--- src/rtl/axis_adc_avg_pkg.sv ---
// Shared types, widths and helpers for the AXI-Stream ADC boxcar averager.
// AXIS_ADC_AVG_ROUND_EN widens the accumulator by one guard bit for round-half-up.
package adc_avg_pkg;

    typedef enum logic [1:0] {IDLE, ACCUM, HOLD} avg_state_t;

    localparam int DATA_WIDTH   = 32;
    localparam int SAMPLE_WIDTH = 24;
    localparam int MAX_LOG2_AVG = 8;
`ifdef AXIS_ADC_AVG_ROUND_EN
    localparam int ACC_GUARD    = 1;
`else
    localparam int ACC_GUARD    = 0;
`endif
    localparam int ACC_WIDTH    = SAMPLE_WIDTH + MAX_LOG2_AVG + ACC_GUARD;

    function automatic logic [3:0] clamp_log2(input logic [3:0] log2_val, input int max_log2);
        return (int'(log2_val) > max_log2) ? 4'(max_log2) : log2_val;
    endfunction

endpackage

--- src/rtl/axis_adc_avg_if.sv ---
// AXI-Stream bundle shared by the averager's input and output sides.
interface axis_adc_avg_if #(parameter int DW = 32);
    logic [DW-1:0] tdata;
    logic          tvalid;
    logic          tready;
    logic          tlast;

    modport master (output tdata, tvalid, tlast, input tready);
    modport slave  (input tdata, tvalid, tlast, output tready);
endinterface

--- src/rtl/axis_adc_avg_framer.sv ---
// Packet framer: counts output beats and flags the beat that closes each packet.
module axis_adc_avg_framer (
    input  logic        aclk,
    input  logic        areset,
    input  logic        en,
    input  logic        beat,
    input  logic [15:0] packet_len,
    output logic        tlast
);
    logic [15:0] cnt_reg;
    logic [15:0] len_reg;
    logic [15:0] len_eff;
    logic [15:0] cnt_next;

    // tlast is evaluated for the beat about to be loaded, so it travels with its data.
    always_comb begin
        len_eff  = (cnt_reg == '0) ? packet_len : len_reg;
        cnt_next = cnt_reg + 16'd1;
        tlast    = (len_eff != '0) && (cnt_next == len_eff);
    end

    always_ff @(posedge aclk) begin
        if (areset || !en) begin
            cnt_reg <= '0;
            len_reg <= '0;
        end else if (beat) begin
            if (cnt_reg == '0) begin
                len_reg <= packet_len;
            end
            // A zero length keeps the counter parked so a new length applies at once.
            cnt_reg <= (tlast || len_eff == '0) ? '0 : cnt_next;
        end
    end
endmodule

--- src/rtl/axis_adc_avg.sv ---
// Boxcar averager of 2^log2_avg signed ADC samples with packet framing on the output.
// Define AXIS_ADC_AVG_ROUND_EN for round-half-up results; default is floor.
module axis_adc_avg
    import adc_avg_pkg::*;
(
    input  logic            aclk,
    input  logic            areset,
    input  logic            en,
    input  logic [3:0]      log2_avg,
    input  logic [15:0]     packet_len,
    axis_adc_avg_if.slave   s_axis,
    axis_adc_avg_if.master  m_axis
);
    localparam int CW = MAX_LOG2_AVG + 1;
    typedef logic signed [ACC_WIDTH-1:0] acc_t;

    avg_state_t              state_reg, state_next;
    acc_t                    acc_reg, acc_next;
    logic [CW-1:0]           count_reg, count_next;
    logic [3:0]              n_reg, n_next;
    logic [SAMPLE_WIDTH-1:0] hold_reg, hold_next;
    logic                    s_ready_reg;
    logic [DATA_WIDTH-1:0]   tdata_reg;
    logic                    tvalid_reg;
    logic                    tlast_reg;

    logic                    sample_hs;
    logic                    out_free;
    logic                    out_load;
    logic                    frame_last;
    logic [3:0]              n_eff;
    logic [CW-1:0]           win_max;
    acc_t                    sample_ext;
    acc_t                    sum;
    acc_t                    result_pre;
    logic signed [SAMPLE_WIDTH-1:0] avg;
    logic [SAMPLE_WIDTH-1:0] load_sample;
    logic [DATA_WIDTH-1:0]   load_data;
    logic                    unused_bits;

    assign unused_bits = ^{s_axis.tlast, s_axis.tdata[DATA_WIDTH-1:SAMPLE_WIDTH]};

    assign sample_hs  = s_axis.tvalid && s_ready_reg;
    assign out_free   = !tvalid_reg || m_axis.tready;
    // Window size is captured on the first sample, so mid-window changes wait a window.
    assign n_eff      = (count_reg == '0) ? clamp_log2(log2_avg, MAX_LOG2_AVG) : n_reg;
    assign win_max    = (CW'(1) << n_eff) - CW'(1);
    assign sample_ext = acc_t'($signed(s_axis.tdata[SAMPLE_WIDTH-1:0]));
    assign sum        = acc_reg + sample_ext;
`ifdef AXIS_ADC_AVG_ROUND_EN
    assign result_pre = sum + ((n_eff == 4'd0) ? acc_t'(0) : (acc_t'(1) << (n_eff - 4'd1)));
`else
    assign result_pre = sum;
`endif
    assign avg        = SAMPLE_WIDTH'(result_pre >>> n_eff);

    always_comb begin
        state_next  = state_reg;
        acc_next    = acc_reg;
        count_next  = count_reg;
        n_next      = n_reg;
        hold_next   = hold_reg;
        out_load    = 1'b0;
        load_sample = avg;
        unique case (state_reg)
            IDLE: begin
                if (en) state_next = ACCUM;
            end
            ACCUM: begin
                if (sample_hs) begin
                    n_next = n_eff;
                    if (count_reg == win_max) begin
                        acc_next   = '0;
                        count_next = '0;
                        if (out_free) begin
                            out_load = 1'b1;
                        end else begin
                            hold_next  = avg;
                            state_next = HOLD;
                        end
                    end else begin
                        acc_next   = sum;
                        count_next = count_reg + CW'(1);
                    end
                end
            end
            HOLD: begin
                if (tvalid_reg && m_axis.tready) begin
                    out_load    = 1'b1;
                    load_sample = hold_reg;
                    state_next  = ACCUM;
                end
            end
            default: state_next = IDLE;
        endcase
        // Disabling drops any partial window and any held result.
        if (!en) begin
            state_next = IDLE;
            acc_next   = '0;
            count_next = '0;
            out_load   = 1'b0;
        end
    end

    assign load_data[SAMPLE_WIDTH-1:0] = load_sample;
    genvar gi;
    generate
        for (gi = SAMPLE_WIDTH; gi < DATA_WIDTH; gi++) begin : g_sext
            assign load_data[gi] = load_sample[SAMPLE_WIDTH-1];
        end
    endgenerate

    axis_adc_avg_framer u_framer (
        .aclk       (aclk),
        .areset     (areset),
        .en         (en),
        .beat       (out_load),
        .packet_len (packet_len),
        .tlast      (frame_last)
    );

    always_ff @(posedge aclk) begin
        if (areset) state_reg <= IDLE;
        else        state_reg <= state_next;
    end

    always_ff @(posedge aclk) begin
        if (areset) begin
            acc_reg     <= '0;
            count_reg   <= '0;
            n_reg       <= '0;
            hold_reg    <= '0;
            s_ready_reg <= 1'b0;
            tdata_reg   <= '0;
            tvalid_reg  <= 1'b0;
            tlast_reg   <= 1'b0;
        end else begin
            acc_reg     <= acc_next;
            count_reg   <= count_next;
            n_reg       <= n_next;
            hold_reg    <= hold_next;
            // Registered ready: low for one cycle out of reset and whenever a result is held.
            s_ready_reg <= (state_next != HOLD);
            if (out_load) begin
                tdata_reg  <= load_data;
                tvalid_reg <= 1'b1;
                tlast_reg  <= frame_last;
            end else if (m_axis.tready) begin
                tvalid_reg <= 1'b0;
                tlast_reg  <= 1'b0;
            end
        end
    end

    assign s_axis.tready = s_ready_reg;
    assign m_axis.tdata  = tdata_reg;
    assign m_axis.tvalid = tvalid_reg;
    assign m_axis.tlast  = tlast_reg;
endmodule

--- src/flat_wrapper.sv ---
// flat-port wrapper written by rule: the top's interface ports become plain ports
module axis_adc_avg_flat import adc_avg_pkg::*;
  (aclk, areset, en, log2_avg, packet_len, s_axis_tdata, s_axis_tvalid, s_axis_tlast, s_axis_tready, m_axis_tdata, m_axis_tvalid, m_axis_tlast, m_axis_tready);
  axis_adc_avg_if #(.DW(32)) s_axis_i ();
  axis_adc_avg_if #(.DW(32)) m_axis_i ();
  input  logic aclk;
  input  logic areset;
  input  logic en;
  input  logic [3:0] log2_avg;
  input  logic [15:0] packet_len;
  input wire logic [$bits(s_axis_i.tdata)-1:0] s_axis_tdata;
  input wire logic [$bits(s_axis_i.tvalid)-1:0] s_axis_tvalid;
  input wire logic [$bits(s_axis_i.tlast)-1:0] s_axis_tlast;
  output wire logic [$bits(s_axis_i.tready)-1:0] s_axis_tready;
  output wire logic [$bits(m_axis_i.tdata)-1:0] m_axis_tdata;
  output wire logic [$bits(m_axis_i.tvalid)-1:0] m_axis_tvalid;
  output wire logic [$bits(m_axis_i.tlast)-1:0] m_axis_tlast;
  input wire logic [$bits(m_axis_i.tready)-1:0] m_axis_tready;
  assign s_axis_i.tdata = s_axis_tdata;
  assign s_axis_i.tvalid = s_axis_tvalid;
  assign s_axis_i.tlast = s_axis_tlast;
  assign s_axis_tready = s_axis_i.tready;
  assign m_axis_tdata = m_axis_i.tdata;
  assign m_axis_tvalid = m_axis_i.tvalid;
  assign m_axis_tlast = m_axis_i.tlast;
  assign m_axis_i.tready = m_axis_tready;
  axis_adc_avg u_core (.aclk(aclk), .areset(areset), .en(en), .log2_avg(log2_avg), .packet_len(packet_len), .s_axis(s_axis_i), .m_axis(m_axis_i));
endmodule
--- config.mk ---
export PLATFORM = sky130hd
export DESIGN_NAME = axis_adc_avg_flat
export DESIGN_NICKNAME = d
export VERILOG_FILES = /design/src/rtl/axis_adc_avg_pkg.sv /design/src/rtl/axis_adc_avg_if.sv /design/src/rtl/axis_adc_avg_framer.sv /design/src/rtl/axis_adc_avg.sv /design/src/flat_wrapper.sv
export SDC_FILE = /design/constraint.sdc
export NUM_CORES = 1
export LEC_CHECK = 0
export ABC_AREA = 1
export BUFFER_PORTS_ARGS = -buffer_cell sky130_fd_sc_hd__buf_2
export CORE_MARGIN = 1
export CORE_UTILIZATION = 30
export DETAILED_ROUTE_END_ITERATION = 16
export GPL_ROUTABILITY_DRIVEN = 0
export GPL_TIMING_DRIVEN = 0
export PLACE_DENSITY_LB_ADDON = 0.25
export SLEW_MARGIN = 20
export SYNTH_ARGS = -nofsm -noshare
export SYNTH_HDL_FRONTEND = slang
export SYNTH_SLANG_ARGS = --single-unit
--- constraint.sdc ---
create_clock -name aclk -period 11.7 [get_ports aclk]
set_clock_uncertainty 0.1 [all_clocks]
set_input_delay 0.585 -clock aclk [delete_from_list [all_inputs] [get_ports aclk]]
set_output_delay 0.585 -clock aclk [all_outputs]
set_load 0.02 [all_outputs]
==> results.md, run 1 <==
STA
• **Period minus WS final** 5.325 ns
• **final setup violating endpoints** 0
• **max-slew headroom at the worst pin** 28.18%
• **final clock period utilization by the worst path** 45.51%
• **final max-slew violation count** 0
• **slew at the pin with the worst max-slew slack** 1.073 ns
• **hold violation total from the final report** 0
• **unrepaired setup endpoints after global routing** no
• **Total Negative Setup Slacks** 0 ns
• **highest clock frequency the design can meet** 187.8 MHz

Synth
• **count of flip-flops with a built-in enable after synthesis** 0
• **proportion of synthesized chip area in sequential cells** 24.85%
• **proportion of synthesized flip-flops having asynchronous set or reset** 0%
• **Gate Count Post-Synth** 1,839
• **average size of a mapped cell** 5.694 um2
• **multiplexer area fraction after synthesis** 0.09559%
• **cell area after synthesis** 10,470 um2
• **Most used DFF post-synth** sky130_fd_sc_hd__dfxtp_1
• **library cell occupying the most area in the post-synthesis netlist** sky130_fd_sc_hd__dfxtp_1
• **number of nets produced by synthesis** 1,938
• **share of synthesized cell area in and, or, nand and nor gates** 45.70%
• **number of library cell types mapped by synthesis** 43
• **combinational family with the most area after synthesis** simple AND/OR/NAND/NOR gates
• **number of synthesized register bits** 130
• **xor-xnor portion of the synthesized cell area** 2.091%
• **largest cells by area after synthesis** sky130_fd_sc_hd__dfxtp_1 25%, sky130_fd_sc_hd__nand2_1 21%, sky130_fd_sc_hd__nand3_1 10%
• **Compound-Gate Fraction of Synth Area** 10.93%
• **adder and majority gate portion of the synthesized area** 4.971%
• **yosys warns** 0
• **fraction of post-synthesis cell area in the top cell type by area** 24.85%

Finish
• **utilization after layout** 34.93%
• **Area growth, synth to finish** 14.94%
• **number of cells in the finished layout apart from fillers** 2,408
• **number of flip-flops in the largest register** 32
• **share of final-layout standard cells stronger than drive strength 1** 8.653%
• **most frequent standard cell in the layout excluding fill and tap cells** sky130_fd_sc_hd__nand2_1
• **count of inserted antenna diode cells** 0
• **leading cell types in the layout, fill and taps excluded** 580 x sky130_fd_sc_hd__nand2_1, 237 x sky130_fd_sc_hd__nor2_1, 214 x sky130_fd_sc_hd__nand3_1
• **cell area after layout** 12,040 um2
• **filler cell count in the final layout** 3,826
• **Nets** 2,039

Setup path
• **maximum net fanout on the critical path** 10
• **CP startpoint** u_core.count_reg[0]
• **worst setup slack for register-to-register paths** 6.38 ns
• **sort of element at the end of the critical path** register
• **library cell appearing most often on the critical path** sky130_fd_sc_hd__nor2_1
• **worst r2r path cells** 30
• **Largest stage delay, worst path** 0.48 ns
• **Reg-to-Reg Start** u_core.count_reg[0]
• **data arrival time of the critical path** 5.56 ns
• **critical path class** reg2reg
• **startpoint type of the worst setup path** register
• **Slowest cell on crit path** sky130_fd_sc_hd__buf_1
• **required time at the worst-slack endpoint** 11.94 ns
• **CP endpoint** u_core.u_framer.len_reg[5]
• **FF-to-FF End** u_core.u_framer.len_reg[5]

Placed design
• **standard cell area after detailed placement** 11,450 um2
• **Final HPWL DP** 28,570 um
• **Placed Cells** 2,376
• **PortBufs** 82

Die
• **total number of placement rows** 68
• **Core Region** 34,460 um2
• **top-level port count** 93
• **Initial Util** 30.39%
• **Die Width** 188.8 um
• **Die Y-Extent** 188.8 um
• **die footprint** 35,650 um2

Pwr
• **switching fraction of total power** 31.27%
• **power density over the cells** 99.06 nW/um2
• **switching power summed over all nets** 0.3728 mW
• **peak supply drop** 0.0001063 V
• **share of power burned in combinational logic** 16.4%
• **cell-internal power** 0.8194 mW
• **total leakage power** 5.998 nW
• **total power after layout** 1.192 mW
• **power share of the sequential group** 37.4%
• **proportion of power drawn by the clock network** 46.2%

Route
• **number of iterations in the first detailed-routing pass** 6
• **post-route antenna net violation count** 0
• **number of vias after detailed routing** 11,883
• **via density per instance** 4.935
• **drt drc** 0
• **average routed wire per standard cell** 14.98 um
• **final routed wirelength across all metal layers** 36,060 um
• **violation count after the first detailed-routing iteration** 957

Clock network
• **Clock Sink Count** 130
• **number of H-tree levels** 4
• **root cell of the clock tree** sky130_fd_sc_hd__clkbuf_16
• **maximum clock insertion buffer count** 2
• **clock insertion delay at the later pin of the skew report** 0.46 ns
• **Resize count post-CTS** 0
• **clock tree from TritonCTS** built
• **post-CTS setup repair buffer count** 0
• **cts hold-fix bufs** 0
• **clock-pin slew reported for the worst setup and hold paths after clock tree synthesis** 0.08 ns
• **number of buffers inserted during clock tree synthesis** 17

Flow run
• **number of max-cap violations** 0

Hold path
• **worst hold path stage count** 2
• **worst min-delay path class** in2reg

GRT
• **largest net degree at the start of global routing** 17
• **number of antenna violations at the first check in global routing** 0
• **vias in the first global route** 11,256
• **Overflow after GRT** 0
• **global-route wire length before repair** 57,300 um
• **Total GRT Usage** 20.37%

Outcome
• **outcome** finished, final reports clean

==> per-stage QoR <==
stage / hold WS [ns] / worst slack, ns
after floorplan: 0.3490 / 7.762
after global placement: 0.3564 / 6.554
after detailed placement: 0.3626 / 6.555
after CTS: 0.3503 / 6.529
after global routing: 0.3650 / 5.831
final: 0.3618 / 6.375
==> cells in the mapped netlist (3+ instances only) <==
master / n
sky130_fd_sc_hd__a21oi_1: 105
sky130_fd_sc_hd__a31oi_1: 7
sky130_fd_sc_hd__and2_1: 3
sky130_fd_sc_hd__buf_1: 11
sky130_fd_sc_hd__buf_2: 11
sky130_fd_sc_hd__buf_4: 9
sky130_fd_sc_hd__buf_6: 3
sky130_fd_sc_hd__clkbuf_1: 40
sky130_fd_sc_hd__dfxtp_1: 130
sky130_fd_sc_hd__ha_1: 40
sky130_fd_sc_hd__inv_1: 213
sky130_fd_sc_hd__inv_2: 9
sky130_fd_sc_hd__nand2_1: 580
sky130_fd_sc_hd__nand2_2: 8
sky130_fd_sc_hd__nand3_1: 214
sky130_fd_sc_hd__nand3_2: 3
sky130_fd_sc_hd__nand3b_1: 6
sky130_fd_sc_hd__nand4_1: 44
sky130_fd_sc_hd__nor2_1: 237
sky130_fd_sc_hd__nor2_2: 3
sky130_fd_sc_hd__nor2_4: 3
sky130_fd_sc_hd__nor3_1: 12
sky130_fd_sc_hd__nor4_1: 7
sky130_fd_sc_hd__o211ai_1: 3
sky130_fd_sc_hd__o21a_1: 4
sky130_fd_sc_hd__o21ai_0: 69
sky130_fd_sc_hd__o21ai_1: 8
sky130_fd_sc_hd__o21bai_1: 7
sky130_fd_sc_hd__or2_2: 5
sky130_fd_sc_hd__xnor2_1: 6
sky130_fd_sc_hd__xor2_1: 19
==> layout make-up <==
type	instances	area, um2	area share, %
multi-input combinational	1411	6680	55.50
sequential	130	2603	21.62
inverter	224	840.8	6.986
tap	455	569.3	4.730
clock buffer	18	429.2	3.566
timing repair buffer	82	410.4	3.410
buffer	74	347.8	2.890
clock inverter	14	155.1	1.289
==> logic make-up after synthesis <==
family | Yosys count
buffers and inverters | 298
adders and majority gates | 41
DFF | 130
and+or+nand+nor | 1130
muxes | 1
AOI/OAI and AO/OA | 214
xor gates and xnor gates | 25
==> worst min-delay path by stage <==
stage / startpoint / endpoint
after floorplan: u_core.acc_reg[3] / u_core.acc_reg[3]
after detailed placement: u_core.acc_reg[0] / u_core.acc_reg[0]
after global routing: areset / u_core.state_reg[1]
after CTS: areset / u_core.state_reg[1]
after global placement: u_core.acc_reg[0] / u_core.acc_reg[0]
final: areset / u_core.state_reg[1]
==> per-layer routing <==
| layer | up-vias | global-route usage, % | wire length (um) |
|---|---|---|---|
| met3 | 64 | 3.949 | 1961 |
| met4 | 0 | 6.824 | 856 |
| met1 | 5409 | 25.49 | 16330 |
| met2 | 316 | 34.76 | 16920 |
| met5 | - | 0 | 0 |
| li1 | 6094 | - | - |
==> power by group through the flow <==
stage / clock (mW) / sequential, mW / combinational, mW
floorplan: 0 / 0.455 / 0.131
global placement: 0 / 0.455 / 0.192
detailed placement: 0 / 0.455 / 0.192
CTS: 0.565 / 0.445 / 0.193
global route: 0.581 / 0.445 / 0.218
finish: 0.551 / 0.445 / 0.195
==> critical path, delay by kind of cell, from the launching register on <==
kind                     cells  cell delay, ns
flip-flops                   1            0.35
AO/OA/AOI/OAI                1            0.15
buffers and inverters        7            1.67
adder cells (fa/ha/maj)      2            0.57
AND/OR/NAND/NOR             19            2.24
XOR/XNOR                     1            0.12
Note: power is estimated with default switching activity, not from simulation.
==> run 2: changes to the inputs <==
clock period = 5.3 ns   (was 11.7 ns; I/O delays follow)
==> run 2 against run 1 <==
Against the previous run: flip-flop and latch count is the same; clock power is 120% higher; wire length shrank 0.18%; worst setup slack got worse by 5.8 ns; sequential share of layout area about the same; critical path depth stayed put; hold slack got worse by 0.31 ns; highest routed layer unchanged.
==> results.md, run 2 (same netlist as run 1, synthesis figures left out) <==
Pwr
• **total leakage power** 6.006 nW, +0.12%
• **switching fraction of total power** 31.27%, about the same
• **switching power summed over all nets** 0.8234 mW, +120%
• **cell-internal power** 1.810 mW, +120%
• **power density over the cells** 218.6 nW/um2, +120%
• **share of power burned in combinational logic** 16.4%, about the same
• **peak supply drop** 0.0002348 V, +120%
• **power share of the sequential group** 37.3%, about the same
• **proportion of power drawn by the clock network** 46.3%, about the same

Finish
• **most frequent standard cell in the layout excluding fill and tap cells** sky130_fd_sc_hd__nand2_1
• **share of final-layout standard cells stronger than drive strength 1** 8.858%, +0.20 points
• **Nets** 2,039, unchanged
• **cell area after layout** 12,050 um2, about the same
• **number of flip-flops in the largest register** 32, unchanged
• **leading cell types in the layout, fill and taps excluded** 579 x sky130_fd_sc_hd__nand2_1, 237 x sky130_fd_sc_hd__nor2_1, 214 x sky130_fd_sc_hd__nand3_1
• **count of inserted antenna diode cells** 0, unchanged
• **utilization after layout** 34.96%, about the same
• **filler cell count in the final layout** 3,826, unchanged
• **Area growth, synth to finish** 15.03%, about the same

STA
• **Period minus WS final** 4.709 ns, -0.6154 ns
• **final max-slew violation count** 0, unchanged
• **final clock period utilization by the worst path** 88.86%, +43 points
• **unrepaired setup endpoints after global routing** no
• **hold violation total from the final report** 0, unchanged
• **Total Negative Setup Slacks** 0 ns, unchanged
• **slew at the pin with the worst max-slew slack** 1.052 ns, -0.02179 ns
• **final setup violating endpoints** 0, unchanged
• **highest clock frequency the design can meet** 212.3 MHz, +13%
• **max-slew headroom at the worst pin** 29.64%, +1.5 points
• **Hold WS** 0.05246 ns, -0.3094 ns

Clock network
• **clock tree from TritonCTS** built
• **maximum clock insertion buffer count** 2, unchanged
• **clock insertion delay at the later pin of the skew report** 0.46 ns, about the same
• **root cell of the clock tree** sky130_fd_sc_hd__clkbuf_16
• **Clock Sink Count** 130, unchanged
• **number of H-tree levels** 4, unchanged
• **number of buffers inserted during clock tree synthesis** 17, unchanged
• **clock-pin slew reported for the worst setup and hold paths after clock tree synthesis** 0.08 ns, about the same

Route
• **violation count after the first detailed-routing iteration** 960, +0.31%
• **final routed wirelength across all metal layers** 36,000 um, -0.18%
• **number of iterations in the first detailed-routing pass** 6, unchanged
• **via density per instance** 4.905, -0.60%
• **average routed wire per standard cell** 14.95 um, -0.18%
• **post-route antenna net violation count** 0, unchanged
• **number of vias after detailed routing** 11,812, -0.60%
• **drt drc** 0, unchanged

Die
• **die footprint** 35,650 um2, unchanged
• **Initial Util** 30.39%, unchanged
• **Die Y-Extent** 188.8 um, unchanged
• **Die Width** 188.8 um, unchanged
• **total number of placement rows** 68, unchanged
• **top-level port count** 93, unchanged
• **Core Region** 34,460 um2, unchanged

Setup path
• **required time at the worst-slack endpoint** 5.54 ns, -6.40 ns
• **Slowest cell on crit path** sky130_fd_sc_hd__dfxtp_1
• **worst r2r path cells** 30, unchanged
• **Reg-to-Reg Start** u_core.count_reg[0]
• **maximum net fanout on the critical path** 10, unchanged
• **critical path class** reg2reg
• **CP endpoint** u_core.u_framer.len_reg[5]
• **FF-to-FF End** u_core.u_framer.len_reg[5]
• **data arrival time of the critical path** 4.95 ns, -0.61 ns
• **CP startpoint** u_core.count_reg[0]
• **worst setup slack for register-to-register paths** 0.59 ns, -5.78 ns
• **sort of element at the end of the critical path** register
• **Largest stage delay, worst path** 0.35 ns, -0.13 ns
• **library cell appearing most often on the critical path** sky130_fd_sc_hd__nor2_1
• **startpoint type of the worst setup path** register

Placed design
• **Final HPWL DP** 28,570 um, unchanged
• **standard cell area after detailed placement** 11,450 um2, unchanged
• **PortBufs** 82, unchanged

Flow run
• **number of max-cap violations** 0, unchanged

GRT
• **vias in the first global route** 11,256, unchanged
• **Total GRT Usage** 20.37%, unchanged
• **Overflow after GRT** 0, unchanged
• **largest net degree at the start of global routing** 17, unchanged
• **number of antenna violations at the first check in global routing** 0, unchanged
• **global-route wire length before repair** 57,300 um, unchanged

Outcome
• **outcome** finished, final reports clean

Hold path
• **worst min-delay path class** in2reg

==> run 2: timing repair <==
item | CTS | global route
setup buffers | 0 | 0
endpoints found under the setup margin | 0 | 114
resized for setup | 0 | 9
hold buffers | 0 | 0
==> run 2: how the worst min path moves through the flow <==
| stage | start | endpoint | slack, ns | depth (start not counted) |
|---|---|---|---|---|
| 2_1_floorplan | areset | u_core.m_axis.tlast | 0.23 | 1 |
| 3_3_place_gp | u_core.acc_reg[0] | u_core.acc_reg[0] | 0.36 | 2 |
| 3_5_place_dp | u_core.acc_reg[0] | u_core.acc_reg[0] | 0.36 | 2 |
| 4_1_cts | areset | u_core.state_reg[1] | 0.03 | 2 |
| 5_1_grt | areset | u_core.state_reg[1] | 0.05 | 2 |
| 6_report | areset | u_core.state_reg[1] | 0.05 | 2 |
==> run 2: worst max-delay path: cells and delay by family (launching register included) <==
kind	cells	cell delay, ns
AOI/OAI and AO/OA	1	0.15
DFF	1	0.35
buffers and inverters	7	1.21
adders and majority gates	2	0.55
and+or+nand+nor	19	2.11
xor gates and xnor gates	1	0.12
==> run 2: per-layer routing <==
layer  GRT usage, %  share of wire [%]  wire length [um]  vias to the layer above
met1          25.49                 45             16320                     5371
li1               -                  -                 -                     6092
met4          6.824                2.3               836                        0
met5              0                  0                 0                        -
met2          34.76                 47             16890                      289
met3          3.949                5.4              1953                       60
==> run 2: power by group through the flow <==
stage	Combinational [mW]	Sequential, mW	Clock [mW]
2_1_floorplan	0.290	1.00	0
3_3_place_gp	0.424	1.00	0
3_5_place_dp	0.424	1.01	0
4_1_cts	0.427	0.983	1.25
5_1_grt	0.481	0.983	1.28
6_report	0.432	0.983	1.22
==> run 2: metrics by stage <==
step                setup WS (ns)  cells  power [mW]
global placement           0.1544   2376       1.429
CTS                        0.1292   2408       2.656
global route              0.07089   2408       2.748
detailed placement         0.1546   2376       1.429
floorplan                   1.362   1839       1.295
finish                     0.5906   2408       2.633
==> run 2: layout make-up <==
class | count | area (um2) | area share, %
Multi-Input combinational cell | 1411 | 6683 | 55.48
Sequential cell | 130 | 2603 | 21.61
Inverter | 224 | 840.8 | 6.980
Tap cell | 455 | 569.3 | 4.726
Clock buffer | 18 | 429.2 | 3.563
Timing Repair Buffer | 82 | 410.4 | 3.407
Buffer | 74 | 355.3 | 2.950
Clock inverter | 14 | 155.1 | 1.288
==> run 3: changes to the inputs <==
CORE_ASPECT_RATIO = 0.5   (was default)
CORE_UTILIZATION = 55   (was 30)
==> run 3 against run 2 <==
Against the previous run: wire length fell by 13%; via count rose by 0.87%; first-iteration DRC count rose by 11%; die area fell by 45%; critical endpoint is now u_core.u_framer.cnt_reg[14]; power rose by 2.5%; critical path type unchanged; count of clock-buffer cells in the layout did not move; flip-flop and latch count did not move; fmax fell by 1.6%.
==> results.md, run 3 (same netlist as run 1, synthesis figures left out) <==
Route
• **number of vias after detailed routing** 11,915, +0.87%
• **final routed wirelength across all metal layers** 31,190 um, -13%
• **post-route antenna net violation count** 0, unchanged
• **drt drc** 0, unchanged
• **average routed wire per standard cell** 14.10 um, -5.7%
• **violation count after the first detailed-routing iteration** 1,062, +11%
• **number of iterations in the first detailed-routing pass** 7, +1
• **via density per instance** 5.387, +9.8%

Die
• **Die Y-Extent** 99.57 um, -47%
• **die footprint** 19,630 um2, -45%
• **total number of placement rows** 35, -49%
• **Initial Util** 56.53%, +26 points
• **Die Width** 197.1 um, +4.4%
• **Core Region** 18,520 um2, -46%
• **top-level port count** 93, unchanged

Finish
• **count of inserted antenna diode cells** 0, unchanged
• **cell area after layout** 11,840 um2, -1.7%
• **Area growth, synth to finish** 13.05%
• **number of flip-flops in the largest register** 32, unchanged
• **utilization after layout** 63.90%, +29 points
• **Nets** 2,039, unchanged
• **leading cell types in the layout, fill and taps excluded** 580 x sky130_fd_sc_hd__nand2_1, 237 x sky130_fd_sc_hd__nor2_1, 214 x sky130_fd_sc_hd__nand3_1
• **share of final-layout standard cells stronger than drive strength 1** 8.756%, -0.10 points
• **most frequent standard cell in the layout excluding fill and tap cells** sky130_fd_sc_hd__nand2_1
• **filler cell count in the final layout** 1,827, -52%

Setup path
• **required time at the worst-slack endpoint** 5.51 ns, -0.03 ns
• **Slowest cell on crit path** sky130_fd_sc_hd__clkbuf_1
• **data arrival time of the critical path** 5.00 ns, +0.05 ns
• **number of gates on the worst path with buffers counted** 29, -3.3%
• **worst r2r path cells** 29, -3.3%
• **startpoint type of the worst setup path** register
• **maximum net fanout on the critical path** 10, unchanged
• **top cell family by delay on the critical path** simple AND/OR/NAND/NOR gates
• **Largest stage delay, worst path** 0.39 ns, +0.04 ns
• **library cell appearing most often on the critical path** sky130_fd_sc_hd__nand2_1
• **critical path class** reg2reg
• **Buf+Inv Stages, Crit Path** 6, -1
• **sort of element at the end of the critical path** register

Pwr
• **switching power summed over all nets** 0.8183 mW, -0.61%
• **proportion of power drawn by the clock network** 48.1%, +1.8 points
• **cell-internal power** 1.881 mW, +4.0%
• **share of power burned in combinational logic** 15.5%, -0.9 points
• **total leakage power** 6.031 nW, +0.42%
• **power density over the cells** 228.1 nW/um2, +4.3%
• **peak supply drop** 0.0002359 V, +0.47%
• **power share of the sequential group** 36.4%, -0.9 points
• **total power after layout** 2.700 mW, +2.5%
• **switching fraction of total power** 30.31%, -0.96 points

STA
• **Period minus WS final** 4.787 ns, +0.07746 ns
• **final max-slew violation count** 0, unchanged
• **highest clock frequency the design can meet** 208.9 MHz, -1.6%
• **Total Negative Setup Slacks** 0 ns, unchanged
• **unrepaired setup endpoints after global routing** no
• **slew at the pin with the worst max-slew slack** 0.7831 ns, -0.2685 ns
• **max-slew headroom at the worst pin** 47.60%, +18 points
• **final clock period utilization by the worst path** 90.32%, +1.5 points
• **hold violation total from the final report** 0, unchanged
• **final setup violating endpoints** 0, unchanged

GRT
• **global-route wire length before repair** 51,670 um, -9.8%
• **number of antenna violations at the first check in global routing** 0, unchanged
• **global-route met1 utilization** 44.42%, +19 points
• **most used routing layer** met2
• **vias in the first global route** 10,802, -4.0%
• **met3 track utilization from global routing** 5.086%, +1.1 points
• **Overflow after GRT** 0, unchanged
• **Total GRT Usage** 32.63%, +12 points
• **GR Layer Usage met2** 52.60%, +18 points
• **largest net degree at the start of global routing** 17, unchanged

Clock network
• **clock insertion delay at the later pin of the skew report** 0.43 ns, -0.03 ns
• **number of H-tree levels** 4, unchanged
• **root cell of the clock tree** sky130_fd_sc_hd__clkbuf_16
• **clock tree from TritonCTS** built
• **number of buffers inserted during clock tree synthesis** 17, unchanged
• **cts hold-fix bufs** 0, unchanged
• **Clock Sink Count** 130, unchanged
• **maximum clock insertion buffer count** 2, unchanged
• **clock-pin slew reported for the worst setup and hold paths after clock tree synthesis** 0.06 ns, -0.02 ns

Hold path
• **worst hold path stage count** 2, unchanged
• **worst min-delay path class** in2reg

Flow run
• **number of max-cap violations** 0, unchanged

Placed design
• **Final HPWL DP** 24,170 um, -15%
• **standard cell area after detailed placement** 11,210 um2, -2.1%
• **PortBufs** 82, unchanged

Outcome
• **outcome** finished, final reports clean

run 3: worst register-to-register path: cells and delay by family (launching register included):
kind	cells	cell delay, ns
simple gates	18	1.81
flops	1	0.35
fa+ha+maj	2	0.52
xor+xnor	1	0.12
compound gates	2	0.46
buf+inv	6	1.28
run 3: final cells by class:
| cell class | instances | area (um2) | area share (%) |
|---|---|---|---|
| Multi-Input combinational cell | 1411 | 6680 | 56.43 |
| Sequential cell | 130 | 2603 | 21.99 |
| Clock inverter | 14 | 191.4 | 1.617 |
| Clock buffer | 18 | 439.2 | 3.710 |
| Buffer | 74 | 349.1 | 2.949 |
| Inverter | 224 | 840.8 | 7.103 |
| Tap cell | 259 | 324.1 | 2.738 |
| Timing Repair Buffer | 82 | 410.4 | 3.467 |
run 3: per-layer routing:
metal / wire length, um / part of all wire, % / vias up
li1: - / - / 6091
met1: 14340 / 46 / 5236
met2: 13290 / 43 / 516
met3: 2664 / 8.5 / 72
met4: 889 / 2.9 / 0
met5: 0 / 0 / -
run 3: power by group through the flow:
stage | clock [mW] | combinational [mW] | sequential, mW
6_report | 1.30 | 0.419 | 0.983
5_1_grt | 1.35 | 0.469 | 0.983
3_5_place_dp | 0 | 0.403 | 1.00
3_3_place_gp | 0 | 0.401 | 1.00
4_1_cts | 1.30 | 0.407 | 0.983
2_1_floorplan | 0 | 0.290 | 1.00
run 3: final timing paths:
path	slack (ns)	end	start
worst max register to register	0.51	u_core.u_framer.cnt_reg[14]	u_core.count_reg[0]
worst min register to register	0.37	u_core.acc_reg[14]	u_core.acc_reg[14]
worst min-delay path	0.02	u_core.m_axis.tvalid	areset
worst max-delay path	0.51	u_core.u_framer.cnt_reg[14]	u_core.count_reg[0]
run 3: per-stage QoR:
| stage | setup WS [ns] | hold WS [ns] | instances |
|---|---|---|---|
| 2_1_floorplan | 1.362 | 0.2341 | 1839 |
| 3_3_place_gp | 0.5207 | 0.3571 | 2180 |
| 3_5_place_dp | 0.4760 | 0.3611 | 2180 |
| 4_1_cts | 0.4656 | 0.02095 | 2212 |
| 5_1_grt | 0.03240 | 0.02968 | 2212 |
| 6_report | 0.5131 | 0.01914 | 2212 |
run 3: repair_timing:
action	CTS	global route
setup buffers	0	0
setup endpoints to repair	0	36
gates resized for setup	0	1
